**config.mk**
```make
export PLATFORM = sky130hd
export DESIGN_NAME = wb_bus_decoder
export DESIGN_NICKNAME = d
export VERILOG_FILES = /design/src/rtl/wb_bus_decoder.sv
export SDC_FILE = /design/constraint.sdc
export NUM_CORES = 1
export LEC_CHECK = 0
export ABC_AREA = 1
export CORE_ASPECT_RATIO = 0.8
export CORE_MARGIN = 10
export CORE_UTILIZATION = 46
export DETAILED_ROUTE_END_ITERATION = 6
export PLACE_DENSITY = 0.95
export SLEW_MARGIN = 20
export SYNTH_ARGS = -nofsm -noshare
export SYNTH_HDL_FRONTEND = slang
export SYNTH_SLANG_ARGS = --single-unit
```
**constraint.sdc**
```tcl
create_clock -name wb_clk_i -period 2.6 [get_ports wb_clk_i]
set_clock_uncertainty 0.1 [all_clocks]
set_input_delay 0.52 -clock wb_clk_i [delete_from_list [all_inputs] [get_ports wb_clk_i]]
set_output_delay 0.52 -clock wb_clk_i [all_outputs]
set_load 0.05 [all_outputs]
```
**src/rtl/wb_bus_decoder.sv**
```systemverilog
// Single-master Wishbone address decoder with a registered response buffer.
// Routes each request to one of two slaves and completes unmapped or stalled accesses with an error word.
module wb_bus_decoder #(
    parameter logic [31:0] S0_BASE  = 32'h0000_0000,
    parameter logic [31:0] S0_MASK  = 32'hFFFE_0000,
    parameter logic [31:0] S1_BASE  = 32'h0000_0000,
    parameter logic [31:0] S1_MASK  = 32'hC000_0000,
    parameter int unsigned TIMEOUT  = 255,
    parameter logic [31:0] ERR_DATA = 32'hDEAD_BEEF
) (
    input  logic        wb_clk_i,
    input  logic        wb_rst_ni,
    input  logic [31:0] wbm_adr_i,
    input  logic [31:0] wbm_dat_i,
    input  logic [3:0]  wbm_sel_i,
    input  logic        wbm_we_i,
    input  logic        wbm_cyc_i,
    input  logic        wbm_stb_i,
    output logic [31:0] wbm_dat_o,
    output logic        wbm_ack_o,
    output logic [31:0] wbs0_adr_o,
    output logic [31:0] wbs0_dat_o,
    output logic [3:0]  wbs0_sel_o,
    output logic        wbs0_we_o,
    output logic        wbs0_cyc_o,
    output logic        wbs0_stb_o,
    input  logic [31:0] wbs0_dat_i,
    input  logic        wbs0_ack_i,
    output logic [31:0] wbs1_adr_o,
    output logic [31:0] wbs1_dat_o,
    output logic [3:0]  wbs1_sel_o,
    output logic        wbs1_we_o,
    output logic        wbs1_cyc_o,
    output logic        wbs1_stb_o,
    input  logic [31:0] wbs1_dat_i,
    input  logic        wbs1_ack_i,
    output logic        bus_err_o,
    output logic [31:0] err_adr_o,
    output logic [7:0]  err_cnt_o
);

    localparam int unsigned CNT_W = 16;
    localparam int unsigned ADR_W = 32;
    localparam int unsigned SEL_W = 4;
    localparam int unsigned ECNT_W = 8;

    typedef enum logic [1:0] {
        ST_IDLE = 2'd0,
        ST_WAIT = 2'd1,
        ST_RESP = 2'd2
    } state_t;

    state_t              r_state,   w_state_nxt;
    logic [CNT_W-1:0]    r_cnt,     w_cnt_nxt;
    logic [ADR_W-1:0]    r_adr,     w_adr_nxt;
    logic [ADR_W-1:0]    r_dat,     w_dat_nxt;
    logic [SEL_W-1:0]    r_sel,     w_sel_nxt;
    logic                r_we,      w_we_nxt;
    logic                r_stb0,    w_stb0_nxt;
    logic                r_stb1,    w_stb1_nxt;
    logic                r_unmap,   w_unmap_nxt;
    logic [ADR_W-1:0]    r_rdata,   w_rdata_nxt;
    logic                r_ack,     w_ack_nxt;
    logic                r_bus_err, w_bus_err_nxt;
    logic [ADR_W-1:0]    r_err_adr, w_err_adr_nxt;
    logic [ECNT_W-1:0]   r_err_cnt, w_err_cnt_nxt;
    logic                r_block,   w_block_nxt;

    logic                w_req;
    logic                w_hit0;
    logic                w_hit1;
    logic                w_ack_sel;
    logic [ADR_W-1:0]    w_ack_dat;
    logic                w_tmo;

    assign w_req     = wbm_cyc_i & wbm_stb_i;
    assign w_hit0    = (wbm_adr_i & S0_MASK) == S0_BASE;
    assign w_hit1    = ((wbm_adr_i & S1_MASK) == S1_BASE) & ~w_hit0;
    assign w_ack_sel = (r_stb0 & wbs0_ack_i) | (r_stb1 & wbs1_ack_i);
    assign w_ack_dat = r_stb0 ? wbs0_dat_i : wbs1_dat_i;
    assign w_tmo     = r_cnt == CNT_W'(TIMEOUT - 1);

    // Next-state and next-output logic
    always_comb begin
        w_state_nxt   = r_state;
        w_cnt_nxt     = r_cnt;
        w_adr_nxt     = r_adr;
        w_dat_nxt     = r_dat;
        w_sel_nxt     = r_sel;
        w_we_nxt      = r_we;
        w_stb0_nxt    = r_stb0;
        w_stb1_nxt    = r_stb1;
        w_unmap_nxt   = r_unmap;
        w_rdata_nxt   = r_rdata;
        w_ack_nxt     = 1'b0;
        w_bus_err_nxt = 1'b0;
        w_err_adr_nxt = r_err_adr;
        w_err_cnt_nxt = r_err_cnt;
        w_block_nxt   = 1'b0;

        case (r_state)
            ST_IDLE: begin
                // Unmapped requests hold one cycle in WAIT with no strobe so the
                // error ack lands two cycles after the request.
                if (w_req && !r_block) begin
                    w_adr_nxt   = wbm_adr_i;
                    w_dat_nxt   = wbm_dat_i;
                    w_sel_nxt   = wbm_sel_i;
                    w_we_nxt    = wbm_we_i;
                    w_cnt_nxt   = '0;
                    w_stb0_nxt  = w_hit0;
                    w_stb1_nxt  = w_hit1;
                    w_unmap_nxt = ~(w_hit0 | w_hit1);
                    if (!(w_hit0 | w_hit1)) begin
                        w_rdata_nxt = ERR_DATA;
                    end
                    w_state_nxt = ST_WAIT;
                end
            end
            ST_WAIT: begin
                if (!wbm_cyc_i) begin
                    w_stb0_nxt  = 1'b0;
                    w_stb1_nxt  = 1'b0;
                    w_state_nxt = ST_IDLE;
                end else if (r_unmap || (!w_ack_sel && w_tmo)) begin
                    w_stb0_nxt    = 1'b0;
                    w_stb1_nxt    = 1'b0;
                    w_rdata_nxt   = ERR_DATA;
                    w_ack_nxt     = 1'b1;
                    w_bus_err_nxt = 1'b1;
                    w_err_adr_nxt = r_adr;
                    if (r_err_cnt != ECNT_W'(255)) begin
                        w_err_cnt_nxt = r_err_cnt + ECNT_W'(1);
                    end
                    w_state_nxt = ST_RESP;
                end else if (w_ack_sel) begin
                    w_stb0_nxt  = 1'b0;
                    w_stb1_nxt  = 1'b0;
                    w_rdata_nxt = w_ack_dat;
                    w_ack_nxt   = 1'b1;
                    w_state_nxt = ST_RESP;
                end else begin
                    w_cnt_nxt = r_cnt + CNT_W'(1);
                end
            end
            ST_RESP: begin
                w_unmap_nxt = 1'b0;
                w_block_nxt = 1'b1;
                w_state_nxt = ST_IDLE;
            end
            default: begin
                w_stb0_nxt  = 1'b0;
                w_stb1_nxt  = 1'b0;
                w_unmap_nxt = 1'b0;
                w_state_nxt = ST_IDLE;
            end
        endcase
    end

    // State and output registers
    always_ff @(posedge wb_clk_i or negedge wb_rst_ni) begin
        if (!wb_rst_ni) begin
            r_state   <= ST_IDLE;
            r_cnt     <= '0;
            r_adr     <= '0;
            r_dat     <= '0;
            r_sel     <= '0;
            r_we      <= 1'b0;
            r_stb0    <= 1'b0;
            r_stb1    <= 1'b0;
            r_unmap   <= 1'b0;
            r_rdata   <= '0;
            r_ack     <= 1'b0;
            r_bus_err <= 1'b0;
            r_err_adr <= '0;
            r_err_cnt <= '0;
            r_block   <= 1'b0;
        end else begin
            r_state   <= w_state_nxt;
            r_cnt     <= w_cnt_nxt;
            r_adr     <= w_adr_nxt;
            r_dat     <= w_dat_nxt;
            r_sel     <= w_sel_nxt;
            r_we      <= w_we_nxt;
            r_stb0    <= w_stb0_nxt;
            r_stb1    <= w_stb1_nxt;
            r_unmap   <= w_unmap_nxt;
            r_rdata   <= w_rdata_nxt;
            r_ack     <= w_ack_nxt;
            r_bus_err <= w_bus_err_nxt;
            r_err_adr <= w_err_adr_nxt;
            r_err_cnt <= w_err_cnt_nxt;
            r_block   <= w_block_nxt;
        end
    end

    assign wbm_dat_o  = r_rdata;
    assign wbm_ack_o  = r_ack;
    assign wbs0_adr_o = r_adr;
    assign wbs0_dat_o = r_dat;
    assign wbs0_sel_o = r_sel;
    assign wbs0_we_o  = r_we;
    assign wbs0_cyc_o = r_stb0;
    assign wbs0_stb_o = r_stb0;
    assign wbs1_adr_o = r_adr;
    assign wbs1_dat_o = r_dat;
    assign wbs1_sel_o = r_sel;
    assign wbs1_we_o  = r_we;
    assign wbs1_cyc_o = r_stb1;
    assign wbs1_stb_o = r_stb1;
    assign bus_err_o  = r_bus_err;
    assign err_adr_o  = r_err_adr;
    assign err_cnt_o  = r_err_cnt;

endmodule
```
; Word-level counts from Yosys, hierarchy flattened
; Cells that the tools add are included.
[totals]
register_bits = 165
inputBits = 139
out_inout_bits = 216
wordCells = 89
[classes]
add_sub_neg = 2
n_eq_ne = 11
n_mux = 34
bitwise = 10
reduce_logical = 17
[op_table]
columns = op, count
row1 = $mux W32, 6
row2 = $logic_not A32 Y1, 2
row3 = $mux W16, 4
row4 = $pmux W32 S2, 1
row5 = $pmux W16 S2, 1
row6 = $add A16 B1 Y16 const B, 1
row7 = $eq A16 B8 Y1 const B, 1
row8 = $mux W1, 14
row9 = $ne A2 B2 Y1 const B, 5
row10 = $reduce_and A5 Y1, 2
row11 = $add A8 B1 Y8 const B, 1
row12 = $mux W2, 4
row13 = $ne A8 B8 Y1 const B, 1
row14 = $pmux W1 S3, 2
row15 = $reduce_and A2 Y1, 3
row16 = $reduce_and A3 Y1, 2
row17 = $and A1 B1 Y1, 4
row18 = $ne A4 B4 Y1 const B, 1
row19 = $not A1 Y1, 4
row20 = $pmux W2 S2, 1
row21 = $reduce_and A4 Y1, 1
row22 = $ne A3 B3 Y1 const B, 1
row23 = $eq A2 B1 Y1 const B, 1
row24 = $eq A2 B2 Y1 const B, 1
row25 = 7 further kinds, 10

; Depth between registers and ports, before layout
; Gate-level depths: netlist of run 1.
[depth]
depth_word = 8
depth_mapped = 13
ltp_nobuf = 12

; Worst setup path after synthesis of run 1
; OpenSTA, ideal clock, no wires.
[synth_timing]
path_kind = reg2reg
start = reg r_err_cnt[1] (netlist: err_cnt_o[1])
end = reg r_err_cnt[6] (netlist: err_cnt_o[6])
setup_time_ps = 74
t_arrival_ps = 1851
required_ps = 2426
setup_slack_ps = 575
path_stages_with_launch = 9
path_buffers = 1
synth_period_minus_slack_ps = 2025
cell_sequence = dfrtp_1 ha_1 nand2_1 nor3_1 nand3_1 nand3_4 buf_6 nand2_1 o21ai_2
[synth_via]
elab_chain_cells = 2
word_cells_on_any_way = 3
classes_between = add/sub (1) / eq/ne (1) / reduce/logical (1)
[synth_rtl]
columns = element, line
row1 = start: declaration, 66  ; logic [ECNT_W-1:0] r_err_cnt, w_err_cnt_nxt;
row2 = start signal: assignment, 192  ; r_err_cnt <= w_err_cnt_nxt;
row3 = branches (longest 2 deep; another with $add A8 B1 Y8), --
; Parallel ways; which one is timed is not known.
; A chain may end at the register's enable or synchronous reset.

; Worst setup path after layout of run 1
[layout_timing]
start = reg r_adr[8] (netlist: wbs0_adr_o[8])
end = out wbs1_adr_o[8]
[layout_lines]
columns = element, line
row1 = start: declaration, 55  ; logic [ADR_W-1:0] r_adr, w_adr_nxt;
row2 = start signal: assignment, 181  ; r_adr <= w_adr_nxt;
row3 = end: declaration, 29  ; output logic [31:0] wbs1_adr_o,
; No word-level cell between the ends.

==> flow_metrics.py, run 1 <==
metrics = {
    "final_layout": {
        "final_cell_mix": "401 x nand2_1, 351 x clkdlybuf4s50_1, 164 x dfrtp_1",
        "final_std_cell_area_no_fill_um2": 12000,
        "final_common_cell": "nand2_1",
        "syn2layout_area_growth_pct": 47.1,
        "num-nets-final": 1398,
        "diodes": 0,
        "multiInputGateArea_um2": 3050,
        "final.fill_count": 1269,
        "final_layout_size_suffix_gt1_frac": 0.0686,
        "seq_area_um2": 4130,
    },
    "floorplan": {
        "floorplan.core_area_um2": 17400,
        "top_level_ports": 355,
        "rows": 43,
        "fp.dieH_um": 139,
        "fp.dieW_um": 169,
        "floorplan.initialDensity": 0.470,
        "fp.dieArea_um2": 23500,
    },
    "global_routing": {
        "grt_overflow_total": 0,
        "grt_first_pass_wirelength_um": 43600,
        "global_route.usage.total": 0.233,
        "grt_antenna_before_repair": 0,
        "grt_start_max_net_pins": 54,
        "via_count_of_the_first_global_routing_pass": 7840,
    },
    "drt": {
        "antenna_violating_nets_post_route": 0,
        "dr.pass1.iters": 7,
        "routed_wire_length_per_instance_um": 19.1,
        "remaining_drc_errors": 0,
        "drt-initial-drc-count": 729,
        "wirelength_um": 28600,
        "dr_total_vias": 7703,
        "vias_per_cell": 5.16,
    },
    "yosys": {
        "synth.cell_area_um2": 8160,
        "synth.lib_cells_used.distinct": 29,
        "synth_area_leader_cell": "dfrtp_1",
        "seq_cells_post_synth": 165,
        "synth_fp_nets": 1121,
        "synth-seq-area-share": 0.506,
        "avgSynthCellArea_um2": 8.34,
        "post_synth_inst_count": 979,
        "synthTopCellsByArea": "dfrtp_1 51%, nand2_1 18%, buf_4 6.9%",
        "count_of_yosys_warnings_during_synthesis": 0,
        "synth_largest_type_area_fraction": 0.506,
    },
    "timing": {
        "slew-limit-headroom": 0.581,
        "max_freq_mhz": 418,
        "fin_worst_hold_slack_ns": 0.372,
        "timing.final.max_slew_violations": 0,
        "worst_pin_slew_ns": 0.623,
        "grt_setup_unrepaired": "false",
        "min_period_ns": 2.39,
        "report.final.hold_viol_count": 0,
        "setup_viol_count_final": 0,
        "layout_worst_path_cycle_share": 0.921,
        "totalNegativeSetupSlack_ns": 0,
    },
    "worst_setup_path": {
        "max_stage_delay_ns": 0.90,
        "cp_required_ns": 1.98,
        "slowest_stage": "clkdlybuf4s50_1",
        "critPathLaunchType": "register",
        "r2r-start": "r_cnt[0]",
        "worstSetupStartpoint": "wbs0_adr_o[8]",
        "worst-endpoint-arrival_ns": 1.77,
        "cpLargestDelayFamily": "buffers and inverters",
        "worst-path-max-fanout": 4,
        "critical_path_buf_inv_count": 1,
        "critical_path_class": "reg -> out",
        "path_cells": "clkdlybuf4s50_1",
        "cp-end-kind": "output port",
    },
    "clock_tree": {
        "cts.path.max_buffers": 2,
        "worst_skew_pair.late_latency_ns": 0.42,
        "cts_sinks": 165,
        "clk_transition_reported_paths_ns": 0.07,
        "clk_root_buffer_cell": "clkbuf_16",
        "cts_repair_resize_count": 0,
        "cts.htree.levels": 4,
        "clock_tree_from_tritoncts": "built",
        "cts-buffers-inserted": 17,
    },
    "power_and_ir_drop": {
        "total_leakage_power_nw": 5.56,
        "power_density_nw_per_um2": 1230,
        "totalPowerFinal_mw": 14.8,
        "ir_worst_vdd_uv": 844,
    },
    "hold_path": {
        "worstHoldPathType": "reg -> reg",
        "timing.hold.worst.start": "wbm_dat_o[17]",
    },
    "placed_design": {
        "port-buffer-count": 354,
        "placed_cell_area_um2": 11400,
        "hpwlAfterDp_um": 21900,
        "finalWeightedCongestion": 0.908,
    },
    "flow_run": {
        "drv.max_cap_violation_count": 0,
    },
    "status": {
        "run_status": "finished clean",
    },
}
-- stage by stage --
stage / util / setup WS [ns] / instances
after floorplan: - / 0.575 / 979
after global placement: 0.657 / 0.283 / 1461
after detailed placement: 0.657 / 0.191 / 1461
after CTS: 0.691 / 0.186 / 1494
after global routing: 0.691 / 0.154 / 1494
final: 0.691 / 0.206 / 1494
-- path summary, 6_finish.rpt --
kind	endpoint	slack, ns	cells past startpoint
min reg2reg	wbm_dat_o[17]	0.37	2
min	wbm_dat_o[17]	0.37	2
min in group asynchronous	wbs0_adr_o[1]	0.52	2
max	wbs1_adr_o[8]	0.21	1
max reg2reg	wbm_dat_o[14]	0.33	11
max in group asynchronous	wbs0_cyc_o	1.21	3
-- where the power goes --
group | switching (mW) | total, mW | internal (mW)
sequential | 0.691 | 4.07 | 3.37
clock | 1.11 | 2.48 | 1.37
combinational | 5.73 | 8.25 | 2.52
total | 7.53 | 14.8 | 7.27
-- per-layer routing --
| layer | track usage | routed length, µm | vias to the layer above |
|---|---|---|---|
| li1 | - | - | 3573 |
| met1 | 0.261 | 10500 | 3650 |
| met2 | 0.400 | 14300 | 436 |
| met3 | 0.0881 | 3180 | 44 |
| met4 | 0.0741 | 639 | 0 |
| met5 | 0 | 0 | - |
-- worst min-delay path, stage by stage, from the launching register on --
cell     delay (ns)
dfrtp_1        0.35
nand2_1        0.05
nand2_1        0.04
-- Yosys cell counts (all sizes together) --
master  count
a21oi       1
buf        98
clkbuf     18
clkinv      1
dfrtp     165
ha          3
inv        51
mux2i      32
nand2     410
nand3      53
nand4      32
nor2       49
nor3       12
nor3b       1
o21ai      36
o22ai       1
or2         1
xnor2       2
xor2       13
-- sequential cells by signal (all words and copies together) (netlist names), 2 cells and up --
register    count
r_state         2
wbs0_adr_o     32
err_cnt_o       8
r_cnt          16
err_adr_o      32
wbm_dat_o      32
wbs0_dat_o     32
wbs0_sel_o      4
-- final cells by class --
| class | instances | share of cell area |
|---|---|---|
| Clock buffer | 18 | 0.0366 |
| Sequential cell | 165 | 0.344 |
| Clock inverter | 14 | 0.0115 |
| Tap cell | 225 | 0.0234 |
| Timing Repair Buffer | 374 | 0.314 |
| Multi-Input combinational cell | 646 | 0.254 |
| Inverter | 52 | 0.0164 |
-- logic make-up (layout without fill, tap and decap cells) --
kind of cell             count (synthesis)  in the layout  synth area share
adder cells (fa/ha/maj)                  3              3           0.00460
XOR/XNOR                                15             15            0.0161
AO/OA/AOI/OAI                           38             38            0.0267
flip-flops                             165            165             0.506
AND/OR/NAND/NOR                        558            558             0.287
multiplexers                            32             32            0.0392
buffers and inverters                  168            458             0.121
-- timing repair --
item | in CTS | in global routing
buffers inserted | 0 | 0
hold endpoints to repair | 43 | 0
hold buffers | 1 | 0
Note: power is estimated with default switching activity, not from simulation.
==> run 2: changes to the inputs <==
CORE_UTILIZATION = 45   (was 46)
PLACE_DENSITY = 0.91   (was 0.95)
==> run 2 against run 1 <==
  * Sequential power barely moved
  * Critical endpoint is now wbs0_adr_o[4]
  * Combinational power barely moved
  * Via count fell by 0.49%
  * Worst hold slack improved by 0.0012 ns
  * Utilization fell by 1.1 points
  * Sequential share of layout area rose by 0.14 points
  * Setup slack improved by 0.024 ns
  * Largest power group unchanged
  * Final area fell by 0.42%
  * Die area rose by 1.9%
==> flow_metrics.py, run 2 (same netlist as run 1, synthesis figures left out) <==
metrics = {
    "status": {
        "run_status": "finished clean",
    },
    "power_and_ir_drop": {
        "pwr-share-clk": 0.162,
        "p_int_mw": 7.24,
        "power.share.sequential": 0.278,
        "netSwitchingPower_mw": 7.45,
        "sw_share": 0.507,
        "power_frac_comb": 0.561,
        "ir_worst_vdd_uv": 799,
        "total_leakage_power_nw": 5.53,
        "power_density_nw_per_um2": 1230,
    },
    "drt": {
        "wirelength_um": 28400,
        "routedLengthMet1_um": 10800,
        "maxUsedRoutingLayer": "met4",
        "antenna_violating_nets_post_route": 0,
        "dr_total_vias": 7665,
        "detailroute.wirelength.met3_um": 3050,
        "dr.pass1.iters": 6,
        "drt-initial-drc-count": 625,
        "vias_per_cell": 5.14,
        "met2_wirelength_um": 14100,
        "routed_wire_length_per_instance_um": 19.0,
        "remaining_drc_errors": 0,
    },
    "timing": {
        "slew-limit-headroom": 0.591,
        "totalNegativeSetupSlack_ns": 0,
        "max_freq_mhz": 422,
        "worst_pin_slew_ns": 0.611,
        "final_critical_path_setup_slack_ns": 0.230,
        "timing.final.max_slew_violations": 0,
        "setup_viol_count_final": 0,
        "layout_worst_path_cycle_share": 0.912,
        "min_period_ns": 2.37,
        "fin_worst_hold_slack_ns": 0.373,
        "report.final.hold_viol_count": 0,
        "grt_setup_unrepaired": "false",
    },
    "final_layout": {
        "syn2layout_area_growth_pct": 46.5,
        "final_cell_mix": "401 x nand2_1, 351 x clkdlybuf4s50_1, 164 x dfrtp_1",
        "final_common_cell": "nand2_1",
        "final.fill_count": 1323,
        "final_layout_size_suffix_gt1_frac": 0.0639,
        "num-nets-final": 1396,
        "diodes": 0,
    },
    "clock_tree": {
        "cts_sinks": 165,
        "clk_transition_reported_paths_ns": 0.06,
        "worst_skew_pair.late_latency_ns": 0.41,
        "clock_tree_from_tritoncts": "built",
        "cts-buffers-inserted": 17,
        "cts.htree.levels": 4,
        "cts_repair_resize_count": 0,
        "clk_root_buffer_cell": "clkbuf_16",
        "cts.path.max_buffers": 2,
    },
    "hold_path": {
        "min_delay_worst_endpoint": "wbm_dat_o[1]",
        "worstHoldPathType": "reg -> reg",
        "hold_depth": 2,
        "timing.hold.worst.start": "wbm_dat_o[1]",
    },
    "worst_setup_path": {
        "critical_path_buf_inv_count": 1,
        "r2r-start": "r_cnt[0]",
        "max_stage_delay_ns": 0.86,
        "critical_path_class": "reg -> out",
        "timing.reg2reg.worst_path_depth": 12,
        "cp-end-kind": "output port",
        "reg2reg_setup_slack_ns": 0.43,
        "worst-path-max-fanout": 4,
        "cp_required_ns": 1.98,
        "slowest_stage": "clkdlybuf4s50_1",
        "worstSetupStartpoint": "wbs0_adr_o[4]",
        "path_cells": "clkdlybuf4s50_1",
        "critical_path.reg2reg.endpoint": "err_adr_o[21]",
        "critPathLaunchType": "register",
        "cpLargestDelayFamily": "buffers and inverters",
        "worst-endpoint-arrival_ns": 1.75,
    },
    "global_routing": {
        "global_route.usage.total": 0.229,
        "grt_antenna_before_repair": 0,
        "grt_overflow_total": 0,
        "via_count_of_the_first_global_routing_pass": 7808,
        "grt_start_max_net_pins": 59,
        "grt_first_pass_wirelength_um": 43500,
    },
    "flow_run": {
        "drv.max_cap_violation_count": 0,
    },
    "placed_design": {
        "port-buffer-count": 354,
        "hpwlAfterDp_um": 21600,
        "place_ws_ns": 0.186,
        "finalWeightedCongestion": 0.904,
    },
    "floorplan": {
        "floorplan.initialDensity": 0.464,
        "fp.dieArea_um2": 24000,
        "floorplan.core_area_um2": 17600,
        "top_level_ports": 355,
        "rows": 43,
        "fp.dieH_um": 140,
        "fp.dieW_um": 171,
    },
}
-- run 2: layout make-up --
cell class	instances	area, µm²	share of cell area
Clock buffer	22	454	0.0380
Clock inverter	10	100	0.00837
Inverter	52	196	0.0164
Multi-Input combinational cell	646	3050	0.255
Sequential cell	165	4130	0.345
Tap cell	225	282	0.0235
Timing Repair Buffer	372	3740	0.313
-- run 2: repair_timing --
item                      in CTS  in global routing
hold buffers                   1                  0
hold endpoints to repair      39                  0
buffers inserted               0                  0
-- run 2: metrics by stage --
stage                     total power [mW]  cell area [µm²]  instances  utilization
final                                 14.7            12000       1492        0.680
after global routing                  15.3            12000       1492        0.680
after CTS                             14.8            12000       1492        0.680
after detailed placement              12.4            11400       1459        0.648
after global placement                12.2            11400       1459        0.648
after floorplan                       9.63             8160        979            -
-- run 2: worst max-delay path by stage --
stage	endpoint	slack [ns]	depth (start not counted)
2_1_floorplan	err_cnt_o[6]	0.57	8
3_3_place_gp	err_adr_o[14]	0.27	10
3_5_place_dp	err_adr_o[21]	0.19	10
4_1_cts	wbs0_adr_o[4]	0.20	1
5_1_grt	wbs0_adr_o[4]	0.19	1
6_report	wbs0_adr_o[4]	0.23	1
-- run 2: power by group through the flow --
| stage | logic (mW) | clock network (mW) | registers, mW |
|---|---|---|---|
| detailed placement | 8.27 | 0 | 4.09 |
| global route | 8.57 | 2.54 | 4.18 |
| global placement | 8.13 | 0 | 4.06 |
| floorplan | 2.89 | 0 | 6.74 |
| CTS | 8.30 | 2.43 | 4.08 |
| finish | 8.23 | 2.38 | 4.08 |
-- run 2: per-layer routing --
layer  track usage  vias to the layer above
li1              -                     3568
met1         0.260                     3669
met5             0                        -
met2         0.395                      395
met4        0.0613                        0
met3        0.0837                       33
==> run 3: changes to the inputs <==
CORE_MARGIN = unset   (was 10)
SLEW_MARGIN = 10   (was 20)
==> run 3 against run 2 <==
  * The run now ends with design-rule violations left
  * First-iteration DRC count decreased by 19%
  * Power increased by 0.65%
  * Flip-flop and latch count unchanged
  * Register-to-register slack about the same
  * Fmax increased by 0.29%
  * Critical path depth unchanged
  * Non-clock buffer count decreased by 1
  * Worst hold slack about the same
  * Cell count about the same
  * Utilization increased by 0.42 points
  * Routed wire length decreased by 13%
  * Critical path type unchanged
  * Critical endpoint is now wbs1_adr_o[9]
  * Largest cell class unchanged
  * Highest routed layer unchanged
==> flow_metrics.py, run 3 (same netlist as run 1, synthesis figures left out) <==
metrics = {
    "worst_setup_path": {
        "r2r-start": "r_cnt[0]",
        "critical_path_class": "reg -> out",
        "worst-path-max-fanout": 4,
        "worst-endpoint-arrival_ns": 1.74,
        "slowest_stage": "clkdlybuf4s50_1",
        "path_cells": "clkdlybuf4s50_1",
        "cp-end-kind": "output port",
        "cpLargestDelayFamily": "buffers and inverters",
        "max_stage_delay_ns": 0.88,
        "critical_path_buf_inv_count": 1,
        "critPathLaunchType": "register",
        "cp_required_ns": 1.98,
        "reg2reg_setup_slack_ns": 0.43,
        "critical_path.reg2reg.endpoint": "wbm_dat_o[20]",
        "timing.reg2reg.worst_path_depth": 12,
    },
    "floorplan": {
        "top_level_ports": 355,
        "rows": 43,
        "floorplan.initialDensity": 0.465,
        "fp.dieH_um": 122,
        "floorplan.core_area_um2": 17500,
        "fp.dieW_um": 153,
        "fp.dieArea_um2": 18700,
    },
    "final_layout": {
        "final_cell_mix": "401 x nand2_1, 351 x clkdlybuf4s50_1, 164 x dfrtp_1",
        "num-nets-final": 1395,
        "final_std_cell_area_no_fill_um2": 12000,
        "diodes": 0,
        "syn2layout_area_growth_pct": 46.9,
        "seq_area_um2": 4130,
        "final_layout_size_suffix_gt1_frac": 0.0664,
        "final_common_cell": "nand2_1",
        "multiInputGateArea_um2": 3050,
        "layoutNonFillerInstCount": 1491,
        "fin_util": 0.684,
        "final.fill_count": 1316,
    },
    "hold_path": {
        "worstHoldPathType": "reg -> reg",
        "timing.hold.worst.start": "wbm_dat_o[24]",
        "hold_depth": 2,
        "min_delay_worst_endpoint": "wbm_dat_o[24]",
    },
    "power_and_ir_drop": {
        "total_leakage_power_nw": 5.57,
        "totalPowerFinal_mw": 14.8,
        "ir_worst_vdd_uv": 722,
        "power_density_nw_per_um2": 1230,
    },
    "drt": {
        "routed_wire_length_per_instance_um": 16.5,
        "drt-initial-drc-count": 507,
        "antenna_violating_nets_post_route": 0,
        "vias_per_cell": 5.06,
        "wirelength_um": 24600,
        "dr.pass1.iters": 7,
        "dr_total_vias": 7538,
        "remaining_drc_errors": 22,
    },
    "timing": {
        "layout_worst_path_cycle_share": 0.909,
        "slew-limit-headroom": 0.598,
        "timing.final.max_slew_violations": 0,
        "final_critical_path_setup_slack_ns": 0.237,
        "fin_worst_hold_slack_ns": 0.373,
        "min_period_ns": 2.36,
        "totalNegativeSetupSlack_ns": 0,
        "worst_pin_slew_ns": 0.601,
        "report.final.hold_viol_count": 0,
        "setup_viol_count_final": 0,
        "grt_setup_unrepaired": "false",
        "max_freq_mhz": 423,
    },
    "clock_tree": {
        "cts_repair_resize_count": 0,
        "clk_transition_reported_paths_ns": 0.07,
        "cts.path.max_buffers": 2,
        "worst_skew_pair.late_latency_ns": 0.42,
        "cts_sinks": 165,
        "clk_root_buffer_cell": "clkbuf_16",
        "clock_tree_from_tritoncts": "built",
        "cts-buffers-inserted": 17,
        "cts.htree.levels": 4,
    },
    "status": {
        "run_status": "finished with violations",
        "violations": "design-rule violations",
    },
    "global_routing": {
        "grt_first_pass_wirelength_um": 38400,
        "global_route.usage.total": 0.263,
        "grt_start_max_net_pins": 62,
        "grt_antenna_before_repair": 0,
        "grt_busiest_layer": "met2",
        "groute.layer.met3.usage": 0.0678,
        "via_count_of_the_first_global_routing_pass": 7322,
        "grt.met1_usage": 0.328,
        "grt_util_met2": 0.450,
        "grt_overflow_total": 0,
    },
    "placed_design": {
        "hpwlAfterDp_um": 18000,
        "port-buffer-count": 354,
        "placedCellCount": 1458,
        "placed_cell_area_um2": 11400,
        "place_ws_ns": 0.165,
        "finalWeightedCongestion": 0.952,
    },
    "flow_run": {
        "drv.max_cap_violation_count": 0,
    },
}
==> run 3: cell count changes in the layout (fill, tap and decap cells not counted) <==
cell and change:
buf_4 -1, bufinv_16 +1, clkbuf_1 -4, clkinv_2 +1, clkinv_4 +1, clkinvlp_4 -4
inv_6 +4, inv_8 +1
==> run 3: per-layer routing <==
layer  wire, µm  part of all wire  up-vias
li1           -                 -     3558
met1       9800              0.40     3556
met2      12000              0.49      382
met3       2190             0.089       42
met4        638             0.026        0
met5          0                 0        -
==> run 3: what timing repair did <==
action | CTS | global route
setup endpoints to repair | 0 | 0
hold endpoints to repair | 47 | 0
hold buffers | 1 | 0
buffers inserted | 0 | 0
==> run 3: area by class of cell <==
| class | instances | area share |
|---|---|---|
| Multi-Input combinational cell | 646 | 0.255 |
| Clock inverter | 14 | 0.0134 |
| Tap cell | 225 | 0.0235 |
| Clock buffer | 18 | 0.0366 |
| Inverter | 52 | 0.0164 |
| Sequential cell | 165 | 0.344 |
| Timing Repair Buffer | 371 | 0.311 |
==> run 3: power by group <==
group | leakage (nW) | switching [mW] | internal, mW
Sequential | 2.09 | 0.685 | 3.37
Combinational | 3.18 | 5.63 | 2.51
Clock | 0.298 | 1.11 | 1.47
==> run 3: worst max-delay path by stage <==
| stage | cells past startpoint | slack, ns | endpoint | startpoint |
|---|---|---|---|---|
| after floorplan | 8 | 0.57 | err_cnt_o[6] | err_cnt_o[1] |
| after global placement | 10 | 0.22 | wbm_dat_o[24] | wbs1_ack_i |
| after detailed placement | 10 | 0.17 | wbm_dat_o[20] | wbs1_ack_i |
| after CTS | 1 | 0.22 | wbs0_adr_o[1] | wbs0_adr_o[1] |
| after global routing | 1 | 0.19 | err_cnt_o[2] | err_cnt_o[2] |
| final | 1 | 0.24 | wbs1_adr_o[9] | wbs0_adr_o[9] |
